File: config.mk
export PLATFORM = sky130hd
export DESIGN_NAME = parity_stream_unit
export DESIGN_NICKNAME = d
export VERILOG_FILES = /design/src/rtl/parity_stream_unit.sv
export SDC_FILE = /design/constraint.sdc
export NUM_CORES = 1
export LEC_CHECK = 0
export CAP_MARGIN = 20
export CORE_MARGIN = 5
export CORE_UTILIZATION = 44
export DETAILED_ROUTE_END_ITERATION = 16
export PLACE_DENSITY_LB_ADDON = 0.25
export SLEW_MARGIN = 10
export SYNTH_ARGS = -nofsm -noshare
export SYNTH_HDL_FRONTEND = slang
export SYNTH_SLANG_ARGS = --single-unit
File: constraint.sdc
create_clock -name clk -period 3.5 [get_ports clk]
set_input_delay 0.7 -clock clk [delete_from_list [all_inputs] [get_ports clk]]
set_output_delay 0.7 -clock clk [all_outputs]
set_load 0.005 [all_outputs]
File: src/rtl/parity_stream_unit.sv
// Single registered stage that generates and checks per-word parity on a valid/ready stream,
// keeping a running frame parity and a saturating mismatch count across in_last-delimited frames.
module parity_stream_unit #(
  parameter int unsigned W     = 16,
  parameter int unsigned CNT_W = 8
) (
  input  logic             clk,
  input  logic             rst,
  input  logic             in_valid,
  output logic             in_ready,
  input  logic [W-1:0]     in_data,
  input  logic             in_par,
  input  logic             in_last,
  input  logic             mode_odd,
  output logic             out_valid,
  input  logic             out_ready,
  output logic [W-1:0]     out_data,
  output logic             out_par,
  output logic             out_err,
  output logic             out_last,
  output logic             frame_par,
  output logic [CNT_W-1:0] frame_errs
);

  typedef enum logic [0:0] {StIdle, StInFrame} state_e;

  localparam logic [CNT_W-1:0] CntMax = {CNT_W{1'b1}};

  state_e           state_q;
  logic             mode_q;
  logic             acc_q;
  logic [CNT_W-1:0] cnt_q;

  logic             accept;
  logic             mode_w;
  logic             word_x;
  logic             word_p;
  logic             word_err;
  logic             acc_d;
  logic [CNT_W-1:0] cnt_base;
  logic [CNT_W-1:0] cnt_d;

  assign in_ready = !out_valid || out_ready;
  assign accept   = in_valid && in_ready;

  always_comb begin
    word_x   = ^in_data;
    // The first word of a frame uses the live mode; later words use the latched one.
    mode_w   = (state_q == StIdle) ? mode_odd : mode_q;
    word_p   = word_x ^ mode_w;
    word_err = word_p ^ in_par;
    acc_d    = (state_q == StIdle) ? word_x : (acc_q ^ word_x);
    cnt_base = (state_q == StIdle) ? '0 : cnt_q;
    if (cnt_base == CntMax) begin
      cnt_d = cnt_base;
    end else begin
      cnt_d = cnt_base + CNT_W'(word_err);
    end
  end

  always_ff @(posedge clk) begin
    if (rst) begin
      state_q    <= StIdle;
      mode_q     <= 1'b0;
      acc_q      <= 1'b0;
      cnt_q      <= '0;
      out_valid  <= 1'b0;
      out_data   <= '0;
      out_par    <= 1'b0;
      out_err    <= 1'b0;
      out_last   <= 1'b0;
      frame_par  <= 1'b0;
      frame_errs <= '0;
    end else if (accept) begin
      out_valid  <= 1'b1;
      out_data   <= in_data;
      out_par    <= word_p;
      out_err    <= word_err;
      out_last   <= in_last;
      frame_par  <= acc_d ^ mode_w;
      frame_errs <= cnt_d;
      acc_q      <= acc_d;
      cnt_q      <= cnt_d;
      mode_q     <= mode_w;
      unique case (state_q)
        StIdle:    state_q <= in_last ? StIdle : StInFrame;
        StInFrame: state_q <= in_last ? StIdle : StInFrame;
        default:   state_q <= StIdle;
      endcase
    end else if (out_ready) begin
      out_valid <= 1'b0;
    end
  end

endmodule

==> run summary <==
The run finished with clean final reports. The tools report the count of final max-slew check failures as 0. Number of cells in the design after placement: 277.

The dominant cell by count in the synthesized netlist is sky130_fd_sc_hd__nand2_1. The number of port buffers came out at 52. Timing analysis after detailed placement gives a worst setup slack of -0.03811 ns. The worst max-slew margin expressed relative to the limit is 0.5923, and the remaining number of nets flagged by the antenna check after routing is 0. For the number of warnings issued by yosys, the log shows 0. The proportion of power drawn by flip-flops and latches is 0.404. The tool flagged a number of max-cap violations equal to 0. In this run the power spent charging and discharging nets is 0.2783 mW. The area growth from synthesis to layout was 44.00%.

Subtracting the final worst setup slack from the clock period gives 3.231 ns. The run gives 0 as the number of instances resized during post-cts repair. Buffers inserted to repair hold after CTS numbered 0. Global-route total usage across every layer: 0.1686. Setup repair after global routing left no endpoint under its margin. After detailed routing, the average wire length per cell comes to 12.94 µm. The most used flip-flop cell after synthesis is sky130_fd_sc_hd__dfxtp_1. Wire length of the first global-routing pass: 5871 µm. The share of layout cells above drive strength 1 works out to 0.08787. The leftover overflow at the end of global routing is 0. In this run, synthesis inferred 0 flip-flops with an integrated enable. The unique cell type count in the Yosys netlist was 34. The power density over cell area came out at 472.4 nW/µm².

The root buffer cell was sky130_fd_sc_hd__clkbuf_4. The first detailed-routing pass took 4 iterations. The share of the synthesized area in the top cell type came out at 0.4211. The tools report the via count of the first global-routing pass as 1352.

Buffers added to address setup during post-CTS repair amount to 0. For this run, design rule violations remaining after detail routing come to 0. The initial antenna violation count came out at 0. The cell that appears most often on the critical path is sky130_fd_sc_hd__xnor2_1.

Dividing the detail-routed via count by the number of cells gives 5.133. Grouping stages by cell kind, the critical path spends the most delay in XOR/XNOR gates. The internal portion of total power was 0.7566 mW. Proportion of power drawn by the clock network: 0.312.

For the pin with the worst max-slew slack, the measured transition is 0.6097 ns. The worst setup path is of the input pin to flop kind. In this run the count of I/O pins placed on the die edge is 53. The capturing element type of the critical path was a flop.

The synthesized instance count was 183. For this design the static power due to leakage is 0.8141 nW. The final-report hold violation count came out at 0. The net count after synthesis was 208; the required time of the critical path was 3.74 ns. Measured along the x axis, the die boundary spans 68.81 µm. For the die footprint, the log shows 4734 µm².

The congestion estimate from routability-driven global placement came to 0.7730. From bottom edge to top edge, the die measures 68.81 µm. The signal arrival time at the worst endpoint came out at 3.47 ns. Placeable core area: 3337 µm². TritonCTS built the clock tree. Detailed placement finished with a half-perimeter wire length of 2670 µm. The logs give 52 for the violation count after the first detailed-routing iteration and 1521 µm² for the summed instance area of the synthesized netlist.

Clock tree synthesis found a total of 32 sinks. The worst path meets setup with 0.2695 ns of slack. The repair_antennas step left the layout with diodes totalling 0.

Clock skew on the completed layout was measured at 0.01024 ns. Summed over all instances, the cell type with the most area after synthesis is sky130_fd_sc_hd__dfxtp_1. Along the worst path, the maximum fanout reaches 3.

The number of buffer and inverter instances along the worst setup path was 3. The total via count after detailed routing is 1463, and the flip-flop and latch count after synthesis is 32. For this design, the slowest cell found on the critical path is sky130_fd_sc_hd__clkdlybuf4s50_1.

The commonest cells after synthesis are sky130_fd_sc_hd__nand2_1 (44), sky130_fd_sc_hd__dfxtp_1 (32), sky130_fd_sc_hd__a21oi_1 (23). The fraction of registers with async set/reset was 0. In this run the core area contains 21 standard-cell rows. The run gives 0.4211 as the proportion of synthesized chip area in sequential cells.

Buffers inserted during clock tree synthesis total 5. The worst setup path is launched from an input pin. Class of the tightest hold or removal check: flop to flop.

After clock tree synthesis, the clock-pin slew on the worst setup and hold paths is 0.11 ns. The switching portion of total power is 0.2690, and the maximum buffer depth of the clock tree is 2. The fraction of power consumed by combinational cells came out at 0.284. For this run, the top clock speed supported by timing is 309.5 MHz. In this design, the stage delay of the slowest critical-path cell is 0.44 ns. The routed design has 3687 µm of wire. Walking the worst path, the cells encountered are clkdlybuf4s50_1 > xnor2_1 > xnor2_1 > xnor2_1 > xnor3_4 > ha_1 > ha_1 > inv_1 > a2111oi_0 > buf_4 > nand4_1 > xnor2_1 > nor2_1. Yosys attributes the largest share of cell area to sky130_fd_sc_hd__dfxtp_1 (42%), sky130_fd_sc_hd__nand2_1 (11%), sky130_fd_sc_hd__xnor2_1 (9.2%), sky130_fd_sc_hd__a21oi_1 (7.6%), sky130_fd_sc_hd__nor2_1 (3.2%). The total of endpoints with negative setup slack in the final report was 0; the largest net degree at the start of global routing was 30.

Clock insertion delay at the later pin of the skew report: 0.35 ns. At the end of the flow, the number of nets in the layout was 263. The tools report the initial core utilization as 0.4559. In this run the number of H-tree levels came out at 2. The share of the cycle needed by the critical path after routing works out to 0.9230. The finished layout holds 285 standard cells, fillers aside. After synthesis, the mean cell area works out to 8.314 µm². IR analysis of the VDD net gives a maximum drop of 0.0002177 V.

Across all hold checks on the routed design, the worst slack comes to 0.4579 ns.
## worst register-to-register path: stages (launching register included)
cell and delay, ns:
sky130_fd_sc_hd__dfxtp_1 0.62, sky130_fd_sc_hd__mux2i_1 0.32, sky130_fd_sc_hd__xnor2_1 0.16, sky130_fd_sc_hd__xnor3_4 0.23, sky130_fd_sc_hd__ha_1 0.16, sky130_fd_sc_hd__ha_1 0.16
sky130_fd_sc_hd__inv_1 0.05, sky130_fd_sc_hd__a2111oi_0 0.38, sky130_fd_sc_hd__buf_4 0.20, sky130_fd_sc_hd__nand4_1 0.11, sky130_fd_sc_hd__xnor2_1 0.16, sky130_fd_sc_hd__nor2_1 0.05
## layout by cell type, fill, tap and decap left out, drive strengths merged, types with 4 or more instances in the layout
cell / synthesis / final
buf: 5 / 7
nor2: 13 / 13
dfxtp: 32 / 32
clkdlybuf4s50: 0 / 52
nand4: 4 / 4
nor3: 4 / 4
a21oi: 23 / 23
o21ai: 6 / 6
xnor2: 17 / 17
clkbuf: 6 / 7
nand2: 44 / 44
## path summary, 6_finish.rpt
path	cells past startpoint	from	end	slack [ns]
setup / recovery	13	in_data[12]	cnt_q[6]	0.27
hold / removal	2	out_data[8]	out_data[8]	0.46
setup reg to reg	11	state_q	cnt_q[6]	0.79
hold reg to reg	2	out_data[8]	out_data[8]	0.46
## stage by stage
stage	util	cell area [µm²]	total power [mW]	setup TNS, ns
floorplan	-	1521	0.6122	0
global placement	0.6280	2096	0.7184	0
detailed placement	0.6280	2096	0.7223	-0.06271
CTS	0.6565	2191	1.043	0
global route	0.6565	2191	1.085	0
finish	0.6565	2191	1.035	0
## power groups by stage
stage	clock [mW]	combinational, mW	sequential, mW
after floorplan	0	0.188	0.424
after global placement	0	0.292	0.426
after detailed placement	0	0.296	0.426
after CTS	0.328	0.297	0.418
after global routing	0.339	0.323	0.423
final	0.323	0.294	0.418
## per-layer routing
layer	global-route usage	part of all wire	vias up
met3	0.06969	0.083	5
met5	0	0	-
met2	0.2634	0.45	53
li1	-	-	733
met1	0.2026	0.45	672
met4	0.07299	0.016	0
## state kept, by name, summed over array words and instances (netlist names)
signal     count
state_q        1
frame_par      1
out_err        1
out_par        1
out_data      16
out_valid      1
acc_q          1
mode_q         1
cnt_q          8
out_last       1
## final cells by class
type	instances	area [µm²]
flip-flops and latches	32	640.6
multi-input cells	138	817.0
well taps	46	57.56
clock inverters	1	30.03
inverters	2	7.507
fillers	324	1146
repair buffers	59	573.1
clock buffers	7	65.06
## logic make-up (layout without fill, tap and decap cells)
family          after synthesis  in the layout  share of synthesized area
mux                           3              3                    0.02056
compound gates               37             37                     0.1439
fa+ha+maj                     2              2                    0.01644
xor+xnor                     20             20                     0.1365
simple gates                 76             76                     0.2196
flops                        32             32                     0.4210
buf+inv                      13             69                    0.04194
No activity file was read; power rests on OpenSTA's default activity.
==> variant: new RTL, same flow settings <==
Set the parameter `CNT_W` to 9 (it was 8).
--- a/src/rtl/parity_stream_unit.sv
+++ b/src/rtl/parity_stream_unit.sv
@@ -3,5 +3,5 @@
 module parity_stream_unit #(
   parameter int unsigned W     = 16,
-  parameter int unsigned CNT_W = 8
+  parameter int unsigned CNT_W = 9
 ) (
   input  logic             clk,
Interface: changed (resized frame_errs); port bits go from 53 to 54. No check against the original RTL was run, so the function may have changed too.
==> variant against the original RTL <==
  * Worst setup slack better by 280 ps
  * Routed wire length is 1.4% higher
  * Power is 12% lower
  * Sequential cell count is 1 higher
  * Die area is 4.0% higher
  * Synthesized area is 4.7% higher
  * Largest power group unchanged
  * Cell area is 1.4% higher
  * Final cell count is 5.3% higher
  * Global-route usage is 1.9 points lower
  * Fmax is 9.3% higher
  * Clock power is 38% lower
==> variant: results (changes against the original RTL) <==
- Outcome: completed
- Global Route Usage Sum: 14.95% (-1.9 points)
- GRT met1 Usage: 19.18% (-1.1 points)
- Reg-to-reg endpoint: cnt_q[8]
- Largest voltage drop on the vdd net: 0.2695 mV (+24%)
- M3 GR Usage: 7.604% (+0.63 points)
- Layout multi-input combinational cell count: 151 (+9.4%)
- Relative area of clock buffers and inverters in the final design: 2.196% (-2.1 points)
- Share of cells above drive strength 1: 4.724% (-4.1 points)
- Share of cell area taken by flip-flops and latches: 29.73% (+0.49 points)
- Number of distinct standard cells referenced by the synthesized netlist: 28 (-18%)
- Switching Power: 0.2684 mW (-3.6%)
- Post-detail-place hpwl: 2756 um (+3.2%)
- Routed length on met3: 310 um (+0.98%)
- GRT met2 Usage: 21.51% (-4.8 points)
- Multi-input gate area: 872.1 um2 (+6.7%)
- Fraction of synthesized area in multiplexers: 2.592% (+0.54 points)
- Syn avg cell area: 7.964 um2 (-4.2%)
- Period Utilization, post-route: 84.41% (-7.9 points)
- DP Cell Count: 292 (+5.4%)
- Initial drt markers: 95 (+83%)
- Net count of the finished layout: 278 (+5.7%)
- Clock Skews: 7.211 ps (-3.033 ps)
- Vias in the first global route: 1,244 (-8.0%)
- RePlAce Congestion: 0.8221 (+6.4%)
- Count of input and output buffers: 53 (+1.9%)
- Source-to-sink clock delay at the later pin of the worst-skew pair: 330 ps (-20 ps)
- Worst slew slack as a fraction of its limit: 47.42% (-12 points)
- Min Hold Slack: 455.2 ps (-2.680 ps)
- Nonclk inv count: 4 (+2)
- Hold path start: out_data[11]
- Wire length of the first global-routing pass: 5892 um (+0.36%)
- Number of clock buffers in the layout: 8 (+1)
- Slack of the worst reg-to-reg path: 1470 ps (+680 ps)
- Wire length on met1: 1779 um (+8.2%)
- Hold EP: out_data[11]
- Post-placement worst setup slack: 158.9 ps (+197.0 ps)
- Met2 layer wire length in the routed design: 1598 um (-4.7%)
- Mapped Area: 1593 um2 (+4.7%)
- Adder and majority gate portion of the synthesized area: 1.571% (-0.074 points)
- Total via count after detailed routing: 1,519 (+3.8%)
- Final-layout non-clock buffer area share: 25.56% (-0.59 points)
- Largest cells by area after synthesis: dfxtp_1 (41%), nand2_1 (10%), xnor2_1 (9.3%)
- Average wire per standard cell: 12.47 um (-3.6%)
- # clock sinks: 33 (+3.1%)
- R2r worst-path depth: 8 (-3)
- Post-CTS clock slew at the launch and capture registers of the worst setup and hold paths: 90 ps (-20 ps)
- Leading registers by flop count: out_data (16), cnt_q (9)
- Vias per cell: 5.063 (-1.4%)
- CP Data Arrival Time: 3210 ps (-260 ps)
- Count of plain and timing-repair buffers: 58 (-1.7%)
- Synthesized Nets: 225 (+8.2%)
- Fraction of the yosys area taken by sequential cells: 41.48% (-0.63 points)
[variant: changes by cell type after synthesis, sizes merged, moves of 3 or more]
cell / unedited run / this run
clkbuf: 6 / 11
a31oi: 0 / 4
buf: 5 / 1
nand3: 2 / 6
and3: 0 / 3
nor3b: 0 / 3
[variant: power by group through the flow]
stage / clock network [mW] / registers [mW] / logic [mW]
4_1_cts: 0.209 / 0.425 / 0.295
3_3_place_gp: 0 / 0.433 / 0.290
6_report: 0.200 / 0.425 / 0.291
2_1_floorplan: 0 / 0.434 / 0.170
5_1_grt: 0.226 / 0.429 / 0.318
3_5_place_dp: 0 / 0.433 / 0.294
[variant: critical path, cell delays in order]
cell	delay [ps]
clkdlybuf4s50_1	440
xnor2_1	240
xnor2_1	120
xnor2_1	260
xnor2_2	120
xnor2_1	240
xnor2_1	180
ha_1	210
nand2_1	60
nor3_1	270
a31oi_1	130
a211oi_1	230
